==> src/rtl/bus_rr_arbiter.sv <==
// bus_rr_arbiter
//   Gives one shared bus to N requesters in round-robin order. Each grant goes
//   through a BUSY / WAIT / FREE sequence. done ends a transfer, and dly can
//   stretch the hold after done. A hold-time watchdog can force the bus free.
//   FREE is a one-cycle turnaround with no owner before the next grant.
//   Every output is registered.
//
// Parameters
//   N         number of requesters (2..16)
//   MAX_HOLD  maximum cycles in BBUSY before a forced release; 0 disables it
//
// Ports
//   clk      in   system clock, rising edge
//   rst_n    in   asynchronous active-low reset
//   req      in   [N] per-requester level request
//   done     in   current owner has finished its transfer
//   dly      in   owner needs extra hold cycles after done
//   gnt      out  [N] one-hot grant
//   gnt_id   out  encoded owner, valid while busy is high, otherwise 0
//   busy     out  high in BBUSY or BWAIT
//   timeout  out  one-cycle pulse when the watchdog forced the release
module bus_rr_arbiter #(
  parameter int N        = 4,
  parameter int MAX_HOLD = 16
) (
  input  logic                 clk,
  input  logic                 rst_n,
  input  logic [N-1:0]         req,
  input  logic                 done,
  input  logic                 dly,
  output logic [N-1:0]         gnt,
  output logic [$clog2(N)-1:0] gnt_id,
  output logic                 busy,
  output logic                 timeout
);

  localparam int IDW = $clog2(N);
  // Keep hold_cnt at least one bit wide so the design still builds when the
  // watchdog is disabled.
  localparam int HW = (MAX_HOLD > 0) ? $clog2(MAX_HOLD + 1) : 1;
  localparam int LIMIT_INT = (MAX_HOLD > 0) ? MAX_HOLD - 1 : 0;
  localparam logic [HW-1:0] HOLD_LIMIT = HW'(LIMIT_INT);
  localparam logic [HW-1:0] HOLD_MAX   = '1;
  localparam logic [N-1:0]  ONE        = {{(N-1){1'b0}}, 1'b1};

  typedef enum logic [1:0] {
    IDLE  = 2'd0,
    BBUSY = 2'd1,
    BWAIT = 2'd2,
    BFREE = 2'd3
  } state_t;

  state_t          state, state_n;
  logic [IDW-1:0]  owner, owner_n;
  logic [IDW-1:0]  last, last_n;
  logic [HW-1:0]   hold_cnt, hold_n;
  logic [N-1:0]    gnt_n;
  logic [IDW-1:0]  gnt_id_n;
  logic            busy_n, timeout_n;
  logic [IDW-1:0]  base, win;

  // Round-robin search. It starts one past base and wraps around. Base itself
  // is checked last, so the previous owner wins only when it is the sole
  // requester.
  function automatic logic [IDW-1:0] pick(input logic [N-1:0] r,
                                          input logic [IDW-1:0] b);
    logic found;
    int   idx;
    pick  = b;
    found = 1'b0;
    for (int i = 1; i <= N; i++) begin
      idx = (int'(b) + i) % N;
      if (!found && r[idx]) begin
        found = 1'b1;
        pick  = IDW'(idx);
      end
    end
  endfunction

  // In BFREE the owner that is being released has not yet been copied into
  // last. Its index is used directly as the search base.
  always_comb begin
    base = (state == BFREE) ? owner : last;
    win  = pick(req, base);
  end

  // Next-state and next-output logic.
  always_comb begin
    state_n   = state;
    owner_n   = owner;
    last_n    = last;
    hold_n    = hold_cnt;
    gnt_n     = gnt;
    gnt_id_n  = gnt_id;
    busy_n    = busy;
    timeout_n = 1'b0;

    unique case (state)
      IDLE: begin
        if (|req) begin
          state_n  = BBUSY;
          owner_n  = win;
          gnt_n    = ONE << win;
          gnt_id_n = win;
          busy_n   = 1'b1;
          hold_n   = '0;
        end
      end

      BBUSY: begin
        if (hold_cnt != HOLD_MAX) hold_n = hold_cnt + 1'b1;
        if (done && dly) begin
          state_n = BWAIT;
        end else if (done || ((MAX_HOLD != 0) && (hold_cnt == HOLD_LIMIT))) begin
          // done takes priority over the watchdog. A release caused by done
          // on the limit cycle is a normal release and raises no timeout.
          state_n   = BFREE;
          gnt_n     = '0;
          gnt_id_n  = '0;
          busy_n    = 1'b0;
          timeout_n = !done;
        end
      end

      BWAIT: begin
        if (!dly) begin
          state_n  = BFREE;
          gnt_n    = '0;
          gnt_id_n = '0;
          busy_n   = 1'b0;
        end
      end

      BFREE: begin
        last_n = owner;
        if (|req) begin
          state_n  = BBUSY;
          owner_n  = win;
          gnt_n    = ONE << win;
          gnt_id_n = win;
          busy_n   = 1'b1;
          hold_n   = '0;
        end else begin
          state_n = IDLE;
        end
      end

      default: state_n = IDLE;
    endcase
  end

  // State and output registers. Reset drops the grant immediately, including
  // in the middle of a grant.
  always_ff @(posedge clk or negedge rst_n) begin
    if (!rst_n) begin
      state    <= IDLE;
      owner    <= '0;
      last     <= IDW'(N - 1);
      hold_cnt <= '0;
      gnt      <= '0;
      gnt_id   <= '0;
      busy     <= 1'b0;
      timeout  <= 1'b0;
    end else begin
      state    <= state_n;
      owner    <= owner_n;
      last     <= last_n;
      hold_cnt <= hold_n;
      gnt      <= gnt_n;
      gnt_id   <= gnt_id_n;
      busy     <= busy_n;
      timeout  <= timeout_n;
    end
  end

endmodule
==> config.mk <==
export PLATFORM = sky130hd
export DESIGN_NAME = bus_rr_arbiter
export DESIGN_NICKNAME = d
export VERILOG_FILES = /design/src/rtl/bus_rr_arbiter.sv
export SDC_FILE = /design/constraint.sdc
export NUM_CORES = 1
export LEC_CHECK = 0
export CORE_MARGIN = 5
export CORE_UTILIZATION = 56
export DETAILED_ROUTE_END_ITERATION = 8
export GPL_TIMING_DRIVEN = 0
export PLACE_DENSITY_LB_ADDON = 0.05
export SYNTH_ARGS = -nofsm -noshare
export SYNTH_HDL_FRONTEND = slang
export SYNTH_SLANG_ARGS = --single-unit
==> constraint.sdc <==
create_clock -name clk -period 2.81 [get_ports clk]
set_clock_uncertainty 0.1 [all_clocks]
set_input_delay 0.281 -clock clk [delete_from_list [all_inputs] [get_ports clk]]
set_output_delay 0.281 -clock clk [all_outputs]
set_load 0.005 [all_outputs]
==> results of run 1 <==
## layer usage
layer	share of wire [%]	GRT usage (%)	wire length [um]
met1	46	21.8	996
met2	49	29.2	1070
met3	4.5	2.54	97
met4	0.51	3.83	11
met5	0	0	0
## flip-flops by register name (all words and copies together), names as in the netlist
register and count:
busy 1, gnt 4, gnt_id 2, hold_cnt 5
last 2, owner 2, state 2, timeout 1
## worst max-delay path: stages, from the launching register on
cell      delay, ps
dfrtp_1         420
ha_1            270
mux2i_2         340
inv_2           110
mux2i_1         150
a221oi_1        550
o21ai_0         150
## cells by family after synthesis
logic type / count (synthesis) / synth area share (%)
simple gates: 34 / 16.3
fa+ha+maj: 7 / 8.25
compound gates: 32 / 21.7
mux: 5 / 5.19
buf+inv: 10 / 3.54
flops: 19 / 45.0
## cell type report
class	count	area share, %
Clock buffer	4	2.07
Timing Repair Buffer	15	11.8
Inverter	8	2.37
Tap cell	25	2.47
Sequential cell	19	37.7
Multi-Input combinational cell	78	43.0
Buffer	2	0.592
## cells in the final DEF (no fill, tap or decap), drive strengths merged
| master | instances |
|---|---|
| mux2i | 4 |
| nor4 | 1 |
| or4 | 1 |
| a221o | 2 |
| nor3b | 1 |
| or3 | 1 |
| a21o | 3 |
| a21oi | 5 |
| nor2b | 2 |
| o31ai | 5 |
| clkdlybuf4s50 | 15 |
| o22ai | 2 |
| mux2 | 1 |
| clkbuf | 6 |
| nor2 | 5 |
| a211oi | 1 |
| and3 | 2 |
| nand4 | 2 |
| nand2 | 15 |
| dfrtp | 17 |
| o31a | 1 |
| a22o | 5 |
| and3b | 1 |
| o21ai | 5 |
| dfstp | 2 |
| and2 | 1 |
| o32ai | 1 |
| nand2b | 2 |
| a221oi | 2 |
| ha | 7 |
| inv | 8 |
## power by group through the flow
stage	clock (uW)	sequential [uW]	combinational (uW)
6_report	135	443	720
5_1_grt	147	455	811
4_1_cts	137	443	716
3_5_place_dp	0	449	714
3_3_place_gp	0	442	691
2_1_floorplan	0	438	515
## through the flow
| stage | hold slack, ps | setup slack, ps | total power [uW] | utilization [%] | cells |
|---|---|---|---|---|---|
| 2_1_floorplan | -115 | 886 | 953 | - | 107 |
| 3_3_place_gp | 360 | 703 | 1130 | 70.4 | 147 |
| 3_5_place_dp | 365 | 648 | 1160 | 70.4 | 147 |
| 4_1_cts | 386 | 624 | 1300 | 71.9 | 151 |
| 5_1_grt | 412 | 519 | 1410 | 71.9 | 151 |
| 6_report | 369 | 603 | 1300 | 71.9 | 151 |
## worst max path at each step
stage | depth (start not counted) | end | start
after global placement | 6 | owner[0]$_DFFE_PN0P_ | state[0]$_DFFE_PN0P_
after floorplan | 6 | owner[1]$_DFFE_PN0P_ | state[0]$_DFFE_PN0P_
after global routing | 6 | owner[0]$_DFFE_PN0P_ | state[0]$_DFFE_PN0P_
final | 6 | gnt_id[0]$_DFFE_PN0P_ | state[0]$_DFFE_PN0P_
after detailed placement | 6 | gnt_id[0]$_DFFE_PN0P_ | state[0]$_DFFE_PN0P_
after CTS | 6 | gnt_id[0]$_DFFE_PN0P_ | state[0]$_DFFE_PN0P_
==> results.toml, run 1 <==
[power_and_ir_drop]
p_int_uw = 744
power.share.switching_pct = 42.7
vdd_drop_max_mv = 0.752
leakage_uw = 0.000584
clock_power_share_pct = 10.4
powerDensity_nw_per_um2 = 1020
comb_power_share_pct = 55.5
switching_power_uw = 554
sequentialPowerShare_pct = 34.1

[setup_path]
regToRegSetupSlack_ps = 600
reg2reg_depth = 6
path_class = "flip-flop to flip-flop"
start_kind = "flip-flop"
cp.required_ps = 2870
r2r-start = "state[0]$_DFFE_PN0P_"
arrival_ps = 2260
rr_endpoint = "gnt_id[0]$_DFFE_PN0P_"
cp-end-kind = "flip-flop"
crit_fanout = 5

[route]
drt-vias-per-instance = 5.79
drcViolationCount = 0
drtIter0Drc = 20
first_pass_iters = 4
antenna_left = 0
num_vias = 874
wirelength_mm = 2.18
wl_per_cell_um = 14.4

[clock_network]
ctsResizeCount = 0
root_buffer = "clkbuf_4"
clockBufferDepth = 2
numCtsBuffers = 3
htree_levels = 1
ctsHoldBuffers = 0
cts_tree = "built"
cts_setup_buffers = 0
clk_latency_ps = 290
clk_pin_slew_ps = 110
cts_sinks = 19

[cells_and_area]
finalNetCount = 142
syn2layout_area_growth_pct = 19.6
multi_input_area_sq_um = 546
register_area_sq_um = 478
drive_above_1_share_pct = 7.94
num_antenna_cells = 0
final_area_sq_um = 1270
n_fill_cell = 131

[timing]
relSlewSlack_pct = 43.2
fin_setup_tns_ps = 0
tightest_slew_ps = 850
period_needed_ps = 2210
report.final.hold_viol_count = 0
fmaxAchievable_mhz = 453
fin_crit_sh_pct = 78.5
setup_viol = 0
rsz0062_at_grt = "false"
slew_viol_final = 0

[synthesis]
synth_edf_count = 0
synth.ff_latch_count = 19
syn_area_sq_um = 1060
ys_types = 34
ys.flop_type = "dfrtp_1"
synth_commonest_cells = "dfrtp_1, nand2_1, ha_1, inv_1"
seq_area_frac_synth_pct = 45.0
syn_nets = 122
synth_top_area_share_pct = 40.1
netlist_instances = 107
synth_largest_area_cell = "dfrtp_1"
yosysMostFrequentCell = "dfrtp_1"
ys_top_cells_by_area = "dfrtp_1, ha_1, nand2_1"
syn_area_per_cell_sq_um = 9.92
async_flop_share_pct = 100
yosysWarnings = 0

[global_route]
antenna_found_initial = 0
grt_pass1_wl_mm = 3.51
grt-ovfl-total = 0
grt_pass1_vias = 802
grt_max_degree = 20
grtUsageTotal_pct = 16.8

[place]
gp_congestion = 0.801
dp_hpwl_mm = 1.65
dpl-instance-area_sq_um = 1240
io_buffers = 15

[die]
fp-row-count = 15
die_w_um = 53.5
ios = 16
die_area_sq_um = 2860
die_y_um = 53.5
start_util_pct = 60.1
core_area_sq_um = 1760

[min_path]
min_path_type = "input pin to asynchronous set/reset pin"

[outcome]
status = "complete, no violations"

[job]
cap_violations = 0
(Power assumes the default switching activity.)
==> run 2, diff against run 1 <==
--- a/config.mk
+++ b/config.mk
@@ -6,7 +6,7 @@
 export NUM_CORES = 1
 export LEC_CHECK = 0
 export CORE_MARGIN = 5
-export CORE_UTILIZATION = 56
+export CORE_UTILIZATION = 52
 export DETAILED_ROUTE_END_ITERATION = 8
 export GPL_TIMING_DRIVEN = 0
 export PLACE_DENSITY_LB_ADDON = 0.05
==> constraint.sdc (replaced) <==
create_clock -name clk -period 2.2 [get_ports clk]
set_clock_uncertainty 0.1 [all_clocks]
set_input_delay 0.22 -clock clk [delete_from_list [all_inputs] [get_ports clk]]
set_output_delay 0.22 -clock clk [all_outputs]
set_load 0.005 [all_outputs]
==> results.toml, run 2 (synthesis results as in run 1) <==
[clock_network]
htree_levels = 1
clk_pin_slew_ps = 110
root_buffer = "clkbuf_4"
ctsHoldBuffers = 0
cts_tree = "built"
numCtsBuffers = 3
clockBufferDepth = 2
clk_latency_ps = 290
cts_setup_buffers = 0
cts_sinks = 19

[setup_path]
path_buf_inv = 1
cp.required_ps = 2290
cp_slowest_cell = "dfrtp_1"
crit_fanout = 5
cp_top_family = "multiplexers"
path_class = "flip-flop to flip-flop"
cp-end-kind = "flip-flop"
start_kind = "flip-flop"
crit_path_cell_trace = "ha_2 -> mux2i_4 -> inv_2 -> or3_1 -> o31a_1 -> mux2_2"
regToRegSetupSlack_ps = 100
slowest_delay_ps = 420
arrival_ps = 2190

[die]
die_w_um = 55.2
ios = 16
fp-row-count = 16
die_y_um = 55.2
start_util_pct = 54.1
core_area_sq_um = 1960
die_area_sq_um = 3040

[route]
wl_per_cell_um = 15.5
num_vias = 862
antenna_left = 0
first_pass_iters = 4
wirelength_mm = 2.37
drtIter0Drc = 10
drcViolationCount = 0
drt-vias-per-instance = 5.63

[place]
dp_hpwl_mm = 1.79
io_buffers = 15
gp_congestion = 0.737

[timing]
fin_crit_sh_pct = 95.7
report.final.hold_viol_count = 0
rsz0062_at_grt = "true"
relSlewSlack_pct = 44.2
fin_setup_tns_ps = 0
tightest_slew_ps = 834
period_needed_ps = 2100
setup_viol = 0
fmaxAchievable_mhz = 475
slew_viol_final = 0

[cells_and_area]
final_cell_mix = "dfrtp_1, nand2_1, clkdlybuf4s50_1, inv_1, ha_1"
finalNetCount = 142
largest_reg_flops = 5
register_area_sq_um = 478
final_common_cell = "dfrtp_1"
top_regs = "hold_cnt: 5 flops, gnt: 4 flops"
top_register = "hold_cnt"
num_antenna_cells = 0
syn2layout_area_growth_pct = 22.9
finalCoreUtilization_pct = 66.5
multi_input_area_sq_um = 578
n_fill_cell = 176
drive_above_1_share_pct = 12.7

[power_and_ir_drop]
vdd_drop_max_mv = 0.819
powerDensity_nw_per_um2 = 1350
leakage_uw = 0.000590

[global_route]
grtUsageTotal_pct = 18.5
antenna_found_initial = 0
grt_pass1_vias = 878
grt_pass1_wl_mm = 4.06
grt-ovfl-total = 0
grt_max_degree = 20

[min_path]
min_path_type = "input pin to asynchronous set/reset pin"

[job]
cap_violations = 0

[outcome]
status = "complete, no violations"
[run 2: cell counts in the layout (fill, tap and decap cells not counted)]
No cell type changed its count.
[run 2: per-stage QoR]
| stage | hold WS, ps | cells | worst slack, ps | power [uW] | instance area, sq um |
|---|---|---|---|---|---|
| 6_report | 292 | 153 | 95.6 | 1760 | 1300 |
| 5_1_grt | 353 | 153 | -14.9 | 1900 | 1300 |
| 4_1_cts | 313 | 153 | 18.2 | 1700 | 1280 |
| 3_5_place_dp | 366 | 149 | 17.0 | 1510 | 1240 |
| 3_3_place_gp | 357 | 149 | 71.8 | 1450 | 1240 |
| 2_1_floorplan | -176 | 107 | 276 | 1220 | 1060 |
[run 2: timing repair]
item                       in CTS  in global routing
setup endpoints to repair       2                  9
pin swaps                       0                  0
resized for setup               1                  6
[run 2: routing by layer]
layer	up-vias	track usage [%]	share of wire (%)
met3	4	2.68	3.4
met4	0	6.88	1.4
li1	430	-	-
met5	-	0	0
met1	412	24.6	47
met2	16	30.5	48
[run 2: area by class of cell]
class	instances	share of cell area [%]
Sequential cell	19	36.7
Inverter	8	2.30
Timing Repair Buffer	15	11.5
Multi-Input combinational cell	78	44.3
Buffer	2	0.576
Tap cell	27	2.59
Clock buffer	4	2.02
[run 2: path summary, 6_finish.rpt]
path	start	endpoint	depth (start not counted)
worst max register to register	state[0]$_DFFE_PN0P_	owner[1]$_DFFE_PN0P_	6
max in group asynchronous	rst_n	gnt_id[1]$_DFFE_PN0P_	1
worst min register to register	gnt_id[1]$_DFFE_PN0P_	gnt_id[1]$_DFFE_PN0P_	2
worst min-delay path	rst_n	hold_cnt[1]$_DFFE_PN0P_	1
worst max-delay path	state[0]$_DFFE_PN0P_	owner[1]$_DFFE_PN0P_	6
min in group clk	gnt_id[1]$_DFFE_PN0P_	gnt_id[1]$_DFFE_PN0P_	2
[run 2: where the power goes]
group          switching, uW  internal [uW]  total [uW]
clock network            106           70.6         177
registers               94.9            486         581
logic                    568            433        1000
total                    769            989        1760
==> run 3, diff against run 2 <==
--- a/config.mk
+++ b/config.mk
@@ -8,7 +8,6 @@
 export CORE_MARGIN = 5
 export CORE_UTILIZATION = 52
 export DETAILED_ROUTE_END_ITERATION = 8
-export GPL_TIMING_DRIVEN = 0
 export PLACE_DENSITY_LB_ADDON = 0.05
 export SYNTH_ARGS = -nofsm -noshare
 export SYNTH_HDL_FRONTEND = slang
==> results.toml, run 3 (synthesis results as in run 1) <==
[place]
dpl-instance-area_sq_um = 1270
io_buffers = 15
dp_slack_ps = 52.8
gp_congestion = 0.824
dp_hpwl_mm = 1.89

[timing]
tightest_slew_ps = 395
rsz0062_at_grt = "true"
fmaxAchievable_mhz = 462
report.final.hold_viol_count = 0
period_needed_ps = 2160
hold_slack_ps = 144
fin_crit_sh_pct = 98.4
setup_viol = 0
slew_viol_final = 0
fin_ws_ps = 36.2
relSlewSlack_pct = 73.6

[global_route]
antenna_found_initial = 0
grt_max_degree = 20
grtUsageTotal_pct = 18.0
grt_pass1_wl_mm = 3.86
grt-ovfl-total = 0
grt_pass1_vias = 887

[setup_path]
crit_fanout = 5
cp.required_ps = 2290
cp-end-kind = "flip-flop"
slowest_delay_ps = 430
start_kind = "flip-flop"
arrival_ps = 2250
cp_top_family = "multiplexers"
path_class = "flip-flop to flip-flop"
cp_slowest_cell = "dfrtp_1"
regToRegSetupSlack_ps = 40
crit_path_cell_trace = "ha_2 -> mux2i_4 -> inv_2 -> or3_1 -> o31a_1 -> mux2_2"
crit_start = "state[0]$_DFFE_PN0P_"
path_buf_inv = 1
r2r-start = "state[0]$_DFFE_PN0P_"

[clock_network]
ctsResizeCount = 0
clockBufferDepth = 2
htree_levels = 1
cts_tree = "built"
clk_latency_ps = 290
cts_setup_buffers = 0
ctsHoldBuffers = 0
root_buffer = "clkbuf_4"
numCtsBuffers = 3
cts_sinks = 19
clk_pin_slew_ps = 110

[power_and_ir_drop]
powerDensity_nw_per_um2 = 1360
vdd_drop_max_mv = 0.975
leakage_uw = 0.000609

[route]
num_vias = 893
wirelength_mm = 2.45
wl_per_cell_um = 15.8
drt-vias-per-instance = 5.76
drcViolationCount = 0
antenna_left = 0
drtIter0Drc = 19
first_pass_iters = 4

[job]
cap_violations = 0

[cells_and_area]
final_common_cell = "dfrtp_1"
finalNetCount = 144
final_area_sq_um = 1340
syn2layout_area_growth_pct = 26.2
num_antenna_cells = 0
multi_input_area_sq_um = 589
drive_above_1_share_pct = 16.4
finalCoreUtilization_pct = 68.2
top_register = "hold_cnt"
n_fill_cell = 179
largest_reg_flops = 5
register_area_sq_um = 478
final_cell_mix = "dfrtp_1, nand2_1, clkdlybuf4s50_1, inv_1, ha_1"
top_regs = "hold_cnt: 5 flops, gnt: 4 flops"

[die]
ios = 16
die_y_um = 55.2
die_area_sq_um = 3040
start_util_pct = 54.1
die_w_um = 55.2
fp-row-count = 16
core_area_sq_um = 1960

[outcome]
status = "complete, no violations"

[min_path]
min_path_type = "input pin to asynchronous set/reset pin"
-- run 3: metal layers --
metal / track usage (%) / wire length (um) / vias up / share of wire [%]
met1: 23.2 / 1110 / 427 / 45
li1: - / - / 437 / -
met5: 0 / 0 / - / 0
met2: 29.1 / 1200 / 23 / 49
met4: 9.72 / 39 / 0 / 1.6
met3: 2.41 / 93 / 6 / 3.8
-- run 3: power breakdown --
part / internal (uW) / total (uW) / switching [uW]
clock network: 67.7 / 175 / 107
registers: 486 / 584 / 97.8
logic: 483 / 1070 / 582
total: 1040 / 1820 / 787
-- run 3: layout make-up --
cell class | count | share of cell area [%]
timing repair buffer | 19 | 13.5
inverter | 8 | 2.24
sequential | 19 | 35.7
tap | 27 | 2.52
multi-input combinational | 78 | 44.0
clock inverter | 1 | 0.374
clock buffer | 3 | 1.68
-- run 3: final timing paths --
check / end / cells after the start
setup / recovery: owner[1]$_DFFE_PN0P_ / 6
hold / removal: hold_cnt[3]$_DFFE_PN0P_ / 2
setup reg to reg: owner[1]$_DFFE_PN0P_ / 6
hold reg to reg: gnt_id[0]$_DFFE_PN0P_ / 2
max in group asynchronous: last[1]$_DFF_PN1_ / 2
min in group clk: gnt_id[0]$_DFFE_PN0P_ / 2
-- run 3: stage by stage --
stage	setup TNS [ps]	total power, uW	instances
4_1_cts	0	1720	155
3_5_place_dp	0	1540	151
6_report	0	1820	155
5_1_grt	-48.1	1970	155
3_3_place_gp	0	1480	151
2_1_floorplan	0	1220	107
